**src/rtl/fifo_protocol_monitor.sv**
```systemverilog
// Passive monitor for a single-clock FIFO. It keeps a shadow occupancy count and a shadow copy of
// the stored data, and reports protocol, flag and data errors as sticky bits and a counter.
module fifo_protocol_monitor #(
  parameter int unsigned DATA        = 8,
  parameter int unsigned DEPTH       = 16,
  parameter int unsigned RD_LAT      = 0,
  parameter bit          CHECK_FLAGS = 1'b1,
  parameter int unsigned CNT_W       = 8
) (
  input  logic                       clk,
  input  logic                       rstn,
  input  logic                       winc,
  input  logic [DATA-1:0]            wdata,
  input  logic                       wfull,
  input  logic                       rinc,
  input  logic [DATA-1:0]            rdata,
  input  logic                       rempty,
  input  logic                       clr_err,
  output logic [$clog2(DEPTH+1)-1:0] occupancy,
  output logic                       err_ovf,
  output logic                       err_udf,
  output logic                       err_full,
  output logic                       err_empty,
  output logic                       err_data,
  output logic [CNT_W-1:0]           err_count,
  output logic [2:0]                 first_code,
  output logic                       irq
);

  localparam int unsigned OccW = $clog2(DEPTH + 1);
  localparam int unsigned PtrW = $clog2(DEPTH);

  // Event / sticky bit positions; the first-error code of bit i is i+1.
  localparam int unsigned EvOvf   = 0;
  localparam int unsigned EvUdf   = 1;
  localparam int unsigned EvFull  = 2;
  localparam int unsigned EvEmpty = 3;
  localparam int unsigned EvData  = 4;

  logic [DATA-1:0] mem_q [DEPTH];
  logic [PtrW-1:0] wptr_q, wptr_d;
  logic [PtrW-1:0] rptr_q, rptr_d;
  logic [OccW-1:0] occ_q, occ_d;

  logic            wr_acc;
  logic            rd_acc;
  logic [DATA-1:0] exp_rd;
  logic            data_evt;

  logic [4:0]       evt;
  logic [4:0]       sticky_q, sticky_d;
  logic [CNT_W-1:0] cnt_q, cnt_d;
  logic [2:0]       first_q, first_d;
  logic             irq_q;

  assign wr_acc = winc & ~wfull;
  assign rd_acc = rinc & ~rempty;
  assign exp_rd = mem_q[rptr_q];

  // Shadow data is not reset; the pointers and occupancy alone decide what is valid.
  always_ff @(posedge clk) begin
    if (wr_acc) begin
      mem_q[wptr_q] <= wdata;
    end
  end

  always_comb begin
    wptr_d = wptr_q;
    rptr_d = rptr_q;
    occ_d  = occ_q;
    if (wr_acc) begin
      wptr_d = (wptr_q == PtrW'(DEPTH - 1)) ? '0 : wptr_q + PtrW'(1);
    end
    if (rd_acc) begin
      rptr_d = (rptr_q == PtrW'(DEPTH - 1)) ? '0 : rptr_q + PtrW'(1);
    end
    case ({wr_acc, rd_acc})
      2'b10:   occ_d = occ_q + OccW'(1);
      2'b01:   occ_d = occ_q - OccW'(1);
      default: occ_d = occ_q;
    endcase
  end

  always_ff @(posedge clk) begin
    if (!rstn) begin
      wptr_q <= '0;
      rptr_q <= '0;
      occ_q  <= '0;
    end else begin
      wptr_q <= wptr_d;
      rptr_q <= rptr_d;
      occ_q  <= occ_d;
    end
  end

  generate
    if (RD_LAT == 0) begin : g_lat0
      assign data_evt = rd_acc && (rdata != exp_rd);
    end else begin : g_lat1
      logic [DATA-1:0] exp_q;
      logic            vld_q;

      always_ff @(posedge clk) begin
        if (rd_acc) begin
          exp_q <= exp_rd;
        end
      end

      always_ff @(posedge clk) begin
        if (!rstn) begin
          vld_q <= 1'b0;
        end else begin
          vld_q <= rd_acc;
        end
      end

      assign data_evt = vld_q && (rdata != exp_q);
    end
  endgenerate

  always_comb begin
    evt          = '0;
    evt[EvOvf]   = winc & wfull;
    evt[EvUdf]   = rinc & rempty;
    evt[EvFull]  = CHECK_FLAGS && (wfull != (occ_q == OccW'(DEPTH)));
    evt[EvEmpty] = CHECK_FLAGS && (rempty != (occ_q == '0));
    evt[EvData]  = data_evt;
  end

  // A clear wipes the old state first, so an event in the same cycle is still recorded.
  always_comb begin
    sticky_d = (clr_err ? '0 : sticky_q) | evt;
    cnt_d    = clr_err ? '0 : cnt_q;
    first_d  = clr_err ? '0 : first_q;
    if ((|evt) && (cnt_d != '1)) begin
      cnt_d = cnt_d + CNT_W'(1);
    end
    if (first_d == '0) begin
      for (int i = 4; i >= 0; i--) begin
        if (evt[i]) begin
          first_d = 3'(i + 1);
        end
      end
    end
  end

  always_ff @(posedge clk) begin
    if (!rstn) begin
      sticky_q <= '0;
      cnt_q    <= '0;
      first_q  <= '0;
      irq_q    <= 1'b0;
    end else begin
      sticky_q <= sticky_d;
      cnt_q    <= cnt_d;
      first_q  <= first_d;
      irq_q    <= |sticky_d;
    end
  end

  assign occupancy  = occ_q;
  assign err_ovf    = sticky_q[EvOvf];
  assign err_udf    = sticky_q[EvUdf];
  assign err_full   = sticky_q[EvFull];
  assign err_empty  = sticky_q[EvEmpty];
  assign err_data   = sticky_q[EvData];
  assign err_count  = cnt_q;
  assign first_code = first_q;
  assign irq        = irq_q;

endmodule

```
**config.mk**
```make
export PLATFORM = sky130hd
export DESIGN_NAME = fifo_protocol_monitor
export DESIGN_NICKNAME = d
export VERILOG_FILES = /design/src/rtl/fifo_protocol_monitor.sv
export SDC_FILE = /design/constraint.sdc
export NUM_CORES = 1
export LEC_CHECK = 0
export ABC_AREA = 1
export CAP_MARGIN = 15
export CORE_AREA = 10 10 133 123
export DETAILED_ROUTE_END_ITERATION = 10
export DIE_AREA = 0 0 143 133
export GPL_TIMING_DRIVEN = 0
export PLACE_DENSITY = 0.72
export SETUP_SLACK_MARGIN = 0.02
export SLEW_MARGIN = 10
export SYNTH_ARGS = -nofsm -noshare
export SYNTH_HDL_FRONTEND = slang
export SYNTH_SLANG_ARGS = --single-unit
```
**constraint.sdc**
```tcl
create_clock -name clk -period 5.5 [get_ports clk]
set_input_delay 1.375 -clock clk [delete_from_list [all_inputs] [get_ports clk]]
set_output_delay 1.375 -clock clk [all_outputs]
set_load 0.005 [all_outputs]
```
### Yosys cells after proc, flatten, opt, wreduce, memory -nomap -nowiden

Memories as Yosys holds them, arrays and structs flattened. A register that Yosys moved wholly into a read port is not among the register bits.
Index checks and enable logic that the tools add are counted.

| cells by class | value |
|---|---|
| add/sub/neg operators | 5 |
| equality and inequality tests | 9 |
| mux-type cells | 17 |
| bitwise logic cells | 7 |
| reductions and logical operators | 7 |

Operator list:

| kind | number |
|---|---|
| 2-to-1 mux 3 bit | 7 |
| 2-to-1 mux 4 bit | 4 |
| 2-to-1 mux 8 bit | 2 |
| case mux 5 bit (2 select lines) | 1 |
| OR reduction 5 bit | 2 |
| adder 4 x 1 -> 4 bit, second input constant | 2 |
| adder 8 x 1 -> 8 bit, second input constant | 1 |
| == test 4 bit, second input constant | 2 |
| inequality test 8 bit | 1 |
| inequality test 8 bit, second input constant | 1 |
| adder 5 x 1 -> 5 bit, second input constant | 1 |
| == test 5 bit, second input constant | 1 |
| zero test 5 bit | 1 |
| 2-to-1 mux 5 bit | 1 |
| bitwise OR 5 bit | 1 |
| subtractor 5 x 1 -> 5 bit, second input constant | 1 |
| bitwise AND 1 bit | 4 |
| zero test 3 bit | 1 |
| == test 2 x 1 -> 1 bit, second input constant | 1 |
| == test 2 bit, second input constant | 1 |
| logical AND 1 bit | 2 |
| 2-to-1 mux 1 bit | 2 |
| inequality test 1 bit | 2 |
| NOT 1 bit | 2 |
| nonzero test 2 bit | 1 |

| storage, ports and cells | value |
|---|---|
| flip-flop bits (word level) | 30 |
| memory bits (writable) | 128 |
| output and inout bits | 22 |
| logic and storage cells | 53 |
| memories | 1 |

Memories:

| memory | words | bits a word | rd ports | clocked after memory_dff | wr ports | line | RTL |
|---|---|---|---|---|---|---|---|
| mem_q | 16 | 8 | 1 | 1 | 1 | 40 | `logic [DATA-1:0] mem_q [DEPTH];` |

### Longest topological paths before layout

Gate-level depths: netlist of the first run.

| logic depth | value |
|---|---|
| depth in word-level cells | 9 |
| mapped depth | 21 |
| mapped depth without buffers | 19 |

### Worst setup path before layout of the first run

Ideal clock, no wire load.

| path | value |
|---|---|
| kind | input to register |
| start | input rempty |
| end | register occ_q[4], in the netlist occupancy[4] |
| setup time | 70 ps |
| arrival time | 2977 ps |
| data required time | 5430 ps |
| slack | 2453 ps |
| stages on the path | 13 |
| cell sequence | inv_1 > nand2_1 > inv_1 > ha_1 > inv_1 > fa_1 > inv_1 > a31oi_1 > inv_1 > o21ai_0 > a21oi_1 > o21ai_0 > a21oi_1 |

| between the ends | value |
|---|---|
| cells in the longest elaborated chain, start to end | 4 |

RTL lines:

| item | line | RTL |
|---|---|---|
| start: declaration | 17 | `input logic rempty,` |
| NOT 1 bit (*) | 57 | `assign rd_acc = rinc & ~rempty;` |
| bitwise AND 1 bit (*) | 57 |  |
| net rd_acc | 46 | `logic rd_acc;` |
| == test 2 x 1 -> 1 bit / == test 2 bit (equally long branches) | 77 | `case ({wr_acc, rd_acc})` |
| case mux 5 bit (2 select lines) / nonzero test 2 bit (equally long branches) | n/a |  |
| end signal: assignment | 88 | `occ_q <= '0;` |
| end signal: assignment | 92 | `occ_q <= occ_d;` |
| end: declaration | 43 | `logic [OccW-1:0] occ_q, occ_d;` |

Mark *: on every way through the listed nets, which the timed path passes. The rest lies on a longest branch.
A chain may end at the register's enable or synchronous reset.

### Final worst setup path of the first run

Same ends and word-level chain as after synthesis.

==> key figures, run 1 <==
CTS
  • Number of buffers inserted by hold repair at cts: 0
  • Clk root buf: clkbuf_16
  • CTS Buf Count: 17
  • Setup Buffers After CTS: 0
  • Maximum clock insertion buffer count: 2
  • Cts repair resizes: 0
  • CTS tree: yes
  • Clock transition at the registers of the reported paths: 0.06 ns
  • Sink Count: 162
  • Htree depth: 4
  • Skew-Pair Late Insertion Delay: 0.43 ns

Route
  • DRC viols: 0
  • DRT Wirelength: 18000 um
  • Drt first-iter violations: 667
  • Antenna viol nets, final: 0
  • DR vias/cell: 5.34
  • Wirelength per Cell: 17.8 um
  • Vias: 5387
  • Initial DRT Pass Iterations: 5

Critical path
  • Startpoint types: input port
  • Req. time, crit path: 5.87 ns
  • CP max stage cell: clkdlybuf4s50_1
  • Max FO, Critical Path: 6
  • CP arrival: 3.75 ns
  • Crit end category: flop
  • Buffers and inverters on the worst path: 6
  • CP most frequent cell: inv_1
  • CP max stage delay: 0.43 ns
  • Critical path cell sequence: clkdlybuf4s50_1 -> inv_1 -> nand2_1 -> inv_1 -> ha_1 -> inv_1 -> fa_1 -> inv_1 -> a31oi_1 -> inv_1 -> o21ai_0 -> a21oi_1 -> o21ai_0 -> a21oi_1
  • CP top delay family: buffers and inverters
  • CP Class: in -> reg

STA
  • FMAX: 295 MHz
  • Final WS setup: 2.11 ns
  • Tmin final: 3.39 ns
  • Setup TNS: 0 ns
  • Final hold violations: 0
  • Setup repair after global routing missed its margin: false
  • Slew HR: 25.4%
  • Slew @ Worst Pin: 1.11 ns
  • Pins Over Slew Limit: 0
  • Tcrit/Tclk final: 61.6%
  • Setup violations, final: 0
  • Layout Skew: 0.00673 ns

Synthesis
  • Sequential area share after synthesis: 62.2%
  • Synth Area per Inst: 9.55 um^2
  • Post-Syn Nets: 795
  • Flop and latch count out of synthesis: 162
  • Yosys cell types: 36
  • Mapped Area: 7270 um^2
  • YS warnings: 0
  • Syn Inst Count: 761

Outcome
  • Status: completed

Placed design
  • Post-Place Worst Slack: 1.71 ns
  • Port buffer count: 44
  • Detailed placement HPWL: 12200 um
  • Placer Congestion: 0.911

Final layout
  • Nets: 858
  • Layout area overhead: 16.7%
  • Fill cells: 1095
  • # diodes: 0
  • Ratio of cells with drive above 1 in the final layout: 7.65%

Floorplanning
  • Die H: 133 um
  • Cell row count: 41
  • I/O Pins: 45
  • Die Outline Area: 19000 um^2
  • Die width: 143 um
  • Core outline area: 13700 um^2
  • Starting Density: 53.1%

Hold path
  • Hold Crit Class: reg -> reg

Run
  • Max Cap Viol: 0

Power
  • VDD IR max: 0.269 mV
  • Power per cell area: 325 nW/um^2
  • Static leakage: 3.52 nW

GRT
  • Largest net degree at the start of global routing: 17
  • Vias in the first global route: 5238
  • Initial antenna violation count: 0
  • Tot GR Track Use: 19.5%
  • Global-route wire length before repair: 28000 um
  • GRT Residual Overflow: 0
tightest hold or removal path: cells and delay by family (launching register included):
kind	cells	cell delay, ns
flops	1	0.31
simple gates	1	0.08
compound gates	1	0.07
flip-flops by register name (all words and copies together), names as in the netlist, named ones only:
register    cells
occupancy       5
rptr_q          4
irq             1
first_code      3
sticky_q        5
mem_q         128
wptr_q          4
err_count       8
final timing paths:
| path | start | end | slack (ns) | depth (start not counted) |
|---|---|---|---|---|
| setup reg to reg | flop | err_count[1] | 2.82 | 16 |
| hold / removal | first_code[1] | first_code[1] | 0.50 | 2 |
| hold reg to reg | first_code[1] | first_code[1] | 0.50 | 2 |
| setup / recovery | rempty | occupancy[4] | 2.11 | 14 |
stage by stage:
stage	cell area, um^2	utilization, %	power [mW]	std cells	hold slack (ns)
3_5_place_dp	7930	57.9	1.67	977	0.488
3_3_place_gp	7930	57.9	1.66	977	0.472
6_report	8480	61.9	2.76	1009	0.497
4_1_cts	8480	61.9	2.76	1009	0.498
5_1_grt	8480	61.9	2.86	1009	0.521
2_1_floorplan	7270	-	1.55	761	0.470
placed cells by master (no fill, tap or decap), types with 2 or more instances in the layout:
cell / n
nor2_1: 64
buf_6: 4
a211oi_1: 2
or2_2: 2
clkbuf_1: 5
buf_1: 2
ha_1: 10
clkinv_4: 3
clkinv_1: 2
nand2_1: 230
clkinv_2: 3
nand3b_1: 3
nand2_4: 2
dfxtp_1: 34
inv_6: 4
xnor2_1: 3
a21oi_1: 21
clkbuf_16: 17
inv_2: 3
inv_1: 95
xor2_1: 8
o211ai_2: 3
o21ai_1: 10
edfxtp_1: 128
clkinvlp_4: 3
nand3_1: 84
nor3_1: 5
o21ai_0: 12
clkdlybuf4s50_1: 44
buf_2: 15
o21bai_1: 3
nand4_1: 2
Yosys cell counts:
library cell / n / area, um^2
xor2_1: 8 / 70.1
or2_2: 2 / 12.5
nand2_2: 1 / 6.26
xnor2_1: 3 / 26.3
a21o_1: 1 / 7.51
o21ai_0: 12 / 60.1
fa_1: 1 / 20.0
o211ai_2: 3 / 37.5
buf_1: 2 / 7.51
nand3b_1: 3 / 22.5
inv_1: 95 / 357
nand3_1: 84 / 420
nand4_4: 1 / 21.3
nand2_1: 230 / 863
nor2_1: 64 / 240
dfxtp_1: 34 / 681
clkinv_1: 1 / 3.75
a31oi_1: 1 / 6.26
buf_2: 15 / 75.1
clkbuf_1: 5 / 18.8
o21bai_1: 3 / 22.5
nor4_1: 1 / 6.26
nand4_1: 2 / 12.5
buf_6: 4 / 45.0
buf_4: 1 / 7.51
a21oi_1: 21 / 105
nand2_4: 2 / 22.5
inv_2: 3 / 11.3
nor2_2: 1 / 6.26
ha_1: 10 / 125
edfxtp_1: 128 / 3840
nor3_1: 5 / 25.0
a211oi_1: 2 / 15.0
o21ai_1: 10 / 50.1
nor3b_1: 1 / 7.51
a21boi_0: 1 / 7.51
power by group:
part / internal (mW) / switching, mW
logic: 0.108 / 0.180
registers: 1.34 / 0.0142
clock network: 0.624 / 0.489
layer usage:
| layer | GRT usage (%) | vias up | wire length (um) |
|---|---|---|---|
| met4 | 8.65 | 0 | 538 |
| met5 | 0 | - | 0 |
| li1 | - | 2609 | - |
| met1 | 25.5 | 2512 | 7560 |
| met3 | 4.36 | 39 | 1520 |
| met2 | 30.4 | 227 | 8370 |
kinds of logic after synthesis:
family	count (synthesis)	share of synthesized area [%]
buf+inv	126	7.23
flops	162	62.2
compound gates	54	4.29
simple gates	397	22.9
xor+xnor	11	1.33
fa+ha+maj	11	2.00
layout make-up:
class / instances / area (um^2) / share of cell area, %
clock buffers: 17 / 425 / 5.01
multi-input cells: 473 / 2220 / 26.2
flip-flops and latches: 162 / 4520 / 53.3
well taps: 172 / 215 / 2.54
repair buffers: 44 / 440 / 5.19
plain buffers: 27 / 154 / 1.81
clock inverters: 15 / 133 / 1.56
inverters: 99 / 372 / 4.38
No activity file was read; power rests on OpenSTA's default activity.
==> inputs of run 2 (changes only) <==
--- a/config.mk
+++ b/config.mk
@@ -7,11 +7,11 @@
 export LEC_CHECK = 0
 export ABC_AREA = 1
 export CAP_MARGIN = 15
-export CORE_AREA = 10 10 133 123
+export CORE_AREA = 10 10 135 125
 export DETAILED_ROUTE_END_ITERATION = 10
-export DIE_AREA = 0 0 143 133
+export DIE_AREA = 0 0 145 135
 export GPL_TIMING_DRIVEN = 0
-export PLACE_DENSITY = 0.72
+export PLACE_DENSITY = 0.73
 export SETUP_SLACK_MARGIN = 0.02
 export SLEW_MARGIN = 10
 export SYNTH_ARGS = -nofsm -noshare
==> constraint.sdc (replaced) <==
create_clock -name clk -period 2.85 [get_ports clk]
set_input_delay 0.7125 -clock clk [delete_from_list [all_inputs] [get_ports clk]]
set_output_delay 0.7125 -clock clk [all_outputs]
set_load 0.005 [all_outputs]
==> run 2 against run 1 <==
  * Die area is 2.9% higher
  * Sequential share of layout area decreased by 0.49 points
  * First-iteration DRC count is 12% lower
  * Power rose by 98%
  * Critical path type is now reg -> reg
  * Critical endpoint is now err_count[1]
==> key figures, run 2 (synthesized netlist as in run 1, its figures left out) <==
Final layout
  • Final core occ: 61.6%
  • Nets: 861
  • Most common cell after layout, fill and taps aside: nand2_1
  • Commonest non-fill, non-tap cells in the layout: 230 x nand2_1, 128 x edfxtp_1, 94 x inv_1
  • Most flop-heavy register: mem_q
  • Final std cells w/o fill: 1033
  • Layout area overhead: 17.8%
  • # diodes: 0
  • Ratio of cells with drive above 1 in the final layout: 7.86%
  • Final Cell Area: 8560 um^2
  • Max reg flops: 128

CTS
  • CTS Buf Count: 17
  • Skew-Pair Late Insertion Delay: 0.44 ns
  • Clk root buf: clkbuf_16
  • Sink Count: 162
  • Maximum clock insertion buffer count: 2
  • CTS tree: yes
  • Clock transition at the registers of the reported paths: 0.06 ns
  • Htree depth: 4

Hold path
  • Hold Crit Class: reg -> reg

Critical path
  • Reg-to-reg slack, setup: 0.22 ns
  • CP Class: reg -> reg
  • Startpoint types: flop
  • CP top delay family: simple AND/OR/NAND/NOR gates
  • Worst path depth: 20
  • FF-to-FF End: err_count[1]
  • CP max stage cell: dfxtp_1
  • CP max stage delay: 0.31 ns
  • CP arrival: 2.96 ns
  • Critical path capture point: err_count[1]
  • Req. time, crit path: 3.19 ns
  • CP most frequent cell: nand2_1
  • Critical path cell sequence: buf_6 -> inv_2 -> buf_2 -> nand2_1 -> nand2_1 -> nand2_1 -> nand3_1 -> nand3_1 -> nand3_1 -> nand2_1 -> inv_1 -> nand2_1 -> nor2_1 -> nand2_2 -> nand2_4 -> nand4_4 -> nand2_4 -> inv_2 -> nor2_1 -> nor2_1
  • Crit end category: flop
  • Reg2Reg Depth: 20
  • Buffers and inverters on the worst path: 5
  • Max FO, Critical Path: 10

STA
  • Pins Over Slew Limit: 0
  • Final hold violations: 0
  • FMAX: 381 MHz
  • Slew @ Worst Pin: 0.975 ns
  • Setup repair after global routing missed its margin: false
  • Hold Slack: 0.487 ns
  • Tmin final: 2.63 ns
  • Layout Skew: 0.00614 ns
  • Setup violations, final: 0
  • Tcrit/Tclk final: 92.2%
  • Slew HR: 34.8%

Power
  • VDD IR max: 0.468 mV
  • Static leakage: 3.54 nW
  • Pwr Total: 5.45 mW
  • Power per cell area: 636 nW/um^2

Placed design
  • Port buffer count: 44
  • Dpl cell area: 7950 um^2
  • Dpl cells: 998
  • Placer Congestion: 0.974
  • Detailed placement HPWL: 13100 um

GRT
  • Largest net degree at the start of global routing: 17
  • Initial antenna violation count: 0
  • Global-route wire length before repair: 29700 um
  • Tot GR Track Use: 19.9%
  • GRT Residual Overflow: 0
  • Vias in the first global route: 5450

Route
  • Max layer used: met4
  • Met1 wire length: 7900 um
  • Drt first-iter violations: 588
  • Vias: 5562
  • WL met2: 9090 um
  • Wirelength per Cell: 18.5 um
  • Antenna viol nets, final: 0
  • DRT Wirelength: 19200 um
  • DR vias/cell: 5.38
  • Met3 WL: 1690 um
  • DRC viols: 0
  • Initial DRT Pass Iterations: 5

Floorplanning
  • Starting Density: 52.3%
  • Cell row count: 41
  • Core outline area: 13900 um^2
  • Die Outline Area: 19600 um^2
  • I/O Pins: 45
  • Die H: 135 um
  • Die width: 145 um

Run
  • Max Cap Viol: 0

Outcome
  • Status: completed
==> run 2: cell count changes in the layout (fill, tap and decap cells not counted), sizes merged <==
| cell | delta |
|---|---|
| buf | +3 |
| bufinv | +2 |
| clkbuf | +1 |
| clkinv | +1 |
| inv | -4 |
==> run 2: report_power, final <==
| group | total, mW | switching, mW | internal (mW) |
|---|---|---|---|
| registers | 2.62 | 0.0273 | 2.59 |
| clock network | 2.25 | 0.902 | 1.35 |
| logic | 0.577 | 0.362 | 0.214 |
==> run 2: area by class of cell <==
cell class                      instances  area (um^2)
Buffer                                 27          155
Timing Repair Buffer                   47          463
Inverter                               99          372
Multi-Input combinational cell        473         2230
Clock inverter                         14          145
Tap cell                              193          241
Fill cell                            1177         5340
Clock buffer                           18          429
Sequential cell                       162         4520
==> run 2: tightest hold or removal path: stages, from the launching register on <==
cell	delay, ns
dfxtp_1	0.31
nand2_1	0.06
a21oi_1	0.07
==> run 2: timing repair <==
item | 4_1_cts | 5_1_grt
endpoints found under the setup margin | 0 | 9
gates resized for setup | 0 | 5
hold buffers | 0 | 0
setup buffers | 0 | 3
==> run 2: how the worst min path moves through the flow <==
stage | from | endpoint | slack, ns | cells past startpoint
global placement | occupancy[0] | occupancy[0] | 0.48 | 1
global route | sticky_q[4] | sticky_q[4] | 0.52 | 2
detailed placement | occupancy[0] | occupancy[0] | 0.48 | 1
finish | sticky_q[4] | sticky_q[4] | 0.49 | 2
floorplan | occupancy[4] | occupancy[4] | 0.47 | 1
CTS | sticky_q[4] | sticky_q[4] | 0.49 | 2
==> run 2: metal layers <==
layer / GRT usage [%] / up-vias
li1: - / 2613
met2: 31.5 / 252
met4: 8.45 / 0
met3: 4.78 / 47
met1: 25.6 / 2650
met5: 0 / -
==> run 2: metrics by stage <==
stage	setup TNS [ns]	setup slack [ns]
finish	0	0.222
global route	0	0.0558
CTS	0	0.132
detailed placement	-0.719	-0.311
global placement	-0.305	-0.237
floorplan	0	0.465
==> inputs of run 3 (changes only) <==
--- a/config.mk
+++ b/config.mk
@@ -12,6 +12,7 @@
 export DIE_AREA = 0 0 145 135
 export GPL_TIMING_DRIVEN = 0
 export PLACE_DENSITY = 0.73
+export REMOVE_ABC_BUFFERS = 1
 export SETUP_SLACK_MARGIN = 0.02
 export SLEW_MARGIN = 10
 export SYNTH_ARGS = -nofsm -noshare
==> run 3 against run 2 <==
  * Register-to-register slack better by 0.06 ns
  * Power grew 1.5%
  * Cell area down 0.48%
  * Sequential cell count unchanged
  * Critical path type unchanged
  * Critical endpoint is now err_count[0]
  * Largest cell class unchanged
==> key figures, run 3 (synthesized netlist as in run 1, its figures left out) <==
STA
  • FMAX: 389 MHz
  • Setup violations, final: 0
  • Final hold violations: 0
  • Tcrit/Tclk final: 90.2%
  • Hold Slack: 0.499 ns
  • Setup repair after global routing missed its margin: false
  • Layout Skew: 0.00746 ns
  • Tmin final: 2.57 ns
  • Pins Over Slew Limit: 0
  • Slew HR: 39.0%
  • Slew @ Worst Pin: 0.912 ns

CTS
  • Maximum clock insertion buffer count: 2
  • Clock transition at the registers of the reported paths: 0.06 ns
  • CTS Buf Count: 17
  • Clk root buf: clkbuf_16
  • Htree depth: 4
  • Sink Count: 162
  • CTS tree: yes
  • Skew-Pair Late Insertion Delay: 0.43 ns

Placed design
  • Placer Congestion: 0.848
  • Port buffer count: 44
  • Detailed placement HPWL: 10300 um

Power
  • Combinational power share: 9.5%
  • Power per cell area: 649 nW/um^2
  • P_int: 4.25 mW
  • Psw: 1.28 mW
  • Clock share of power: 42.9%
  • Static leakage: 3.48 nW
  • VDD IR max: 0.549 mV
  • Sw Share: 23.1%
  • Power share of the sequential group: 47.7%

GRT
  • GRT Residual Overflow: 0
  • Initial antenna violation count: 0
  • Tot GR Track Use: 17.2%
  • Global-route wire length before repair: 26500 um
  • Vias in the first global route: 5167
  • Largest net degree at the start of global routing: 61

Critical path
  • Startpoint types: flop
  • CP max stage cell: dfxtp_4
  • Critical path cell sequence: inv_16 -> nand2_1 -> nand2_1 -> nand2_1 -> nand3_1 -> nand3_1 -> nand2_1 -> nand2_1 -> nand2_1 -> inv_1 -> nand2_1 -> nor2_1 -> nand2_2 -> nand2_4 -> nand4_4 -> nand2_4 -> inv_2 -> nor2_1 -> nor2_1
  • Reg2Reg Depth: 19
  • CP top delay family: simple AND/OR/NAND/NOR gates
  • CP most frequent cell: nand2_1
  • CP Class: reg -> reg
  • Buffers and inverters on the worst path: 3
  • CP max stage delay: 0.61 ns
  • Req. time, crit path: 3.17 ns
  • Reg-to-reg slack, setup: 0.28 ns
  • Max FO, Critical Path: 60
  • FF-to-FF End: err_count[0]
  • Crit end category: flop
  • CP arrival: 2.89 ns

Floorplanning
  • I/O Pins: 45
  • Cell row count: 41
  • Die H: 135 um
  • Starting Density: 52.3%
  • Die Outline Area: 19600 um^2
  • Die width: 145 um
  • Core outline area: 13900 um^2

Hold path
  • Worst Hold Launch: first_code[1]
  • Hold Crit Class: reg -> reg
  • WHS Endpoint: first_code[1]
  • Worst Hold Depth: 2

Final layout
  • Final core occ: 61.3%
  • # diodes: 0
  • Max reg flops: 128
  • Ratio of cells with drive above 1 in the final layout: 6.27%
  • Most flop-heavy register: mem_q
  • Nets: 835
  • Commonest non-fill, non-tap cells in the layout: 230 x nand2_1, 128 x edfxtp_1, 93 x inv_1
  • Most common cell after layout, fill and taps aside: nand2_1
  • Layout area overhead: 17.2%

Route
  • Initial DRT Pass Iterations: 5
  • Wirelength per Cell: 17.1 um
  • DRC viols: 0
  • DR vias/cell: 5.26
  • Drt first-iter violations: 595
  • Antenna viol nets, final: 0
  • Vias: 5300
  • DRT Wirelength: 17200 um

Run
  • Max Cap Viol: 0

Outcome
  • Status: completed
[run 3: layout make-up]
| class | count | area [um^2] |
|---|---|---|
| Tap cell | 193 | 241 |
| Sequential cell | 162 | 4530 |
| Inverter | 99 | 394 |
| Fill cell | 1111 | 5380 |
| Clock inverter | 15 | 188 |
| Clock buffer | 17 | 425 |
| Timing Repair Buffer | 48 | 507 |
| Multi-Input combinational cell | 473 | 2230 |
[run 3: layer usage]
metal	routed length [um]	track usage (%)	part of all wire, %	vias up
met2	8560	29.3	50	200
li1	-	-	-	2572
met1	7170	20.4	42	2499
met4	326	6.75	1.9	0
met5	0	0	0	-
met3	1160	4.61	6.7	29
[run 3: worst max-delay path by stage]
stage                         to  slack, ns  cells after the start
global route        err_count[1]       0.06                     19
floorplan           err_count[0]      -0.66                     19
CTS                 err_count[0]       0.05                     19
detailed placement  err_count[0]      -0.73                     17
global placement    err_count[1]      -2.39                     19
finish              err_count[0]       0.28                     19
[run 3: power groups by stage]
stage	Clock [mW]	Sequential [mW]	Combinational [mW]
finish	2.37	2.64	0.523
global route	2.50	2.64	0.582
CTS	2.40	2.64	0.495
detailed placement	0	2.70	0.471
global placement	0	2.70	0.457
floorplan	0	2.68	0.280
[run 3: through the flow]
step / worst slack, ns / area, um^2 / instances / power (mW) / setup TNS (ns)
after global placement: -2.39 / 7800 / 971 / 3.16 / -27.69
after CTS: 0.0455 / 8450 / 1004 / 5.54 / 0
after detailed placement: -0.728 / 7800 / 971 / 3.17 / -7.73
after floorplan: -0.658 / 7120 / 734 / 2.96 / -6.79
final: 0.278 / 8520 / 1007 / 5.53 / 0
after global routing: 0.0604 / 8520 / 1007 / 5.72 / 0
[run 3: worst min-delay path: stages (launching register included)]
cell and delay, ns:
dfxtp_1 0.31, nand2_1 0.08, a21oi_1 0.06
[run 3: what timing repair did]
| action | in CTS | in global routing |
|---|---|---|
| gates resized for setup | 6 | 7 |
| endpoints found under the setup margin | 12 | 9 |
| setup buffers | 1 | 3 |
| hold buffers | 0 | 0 |
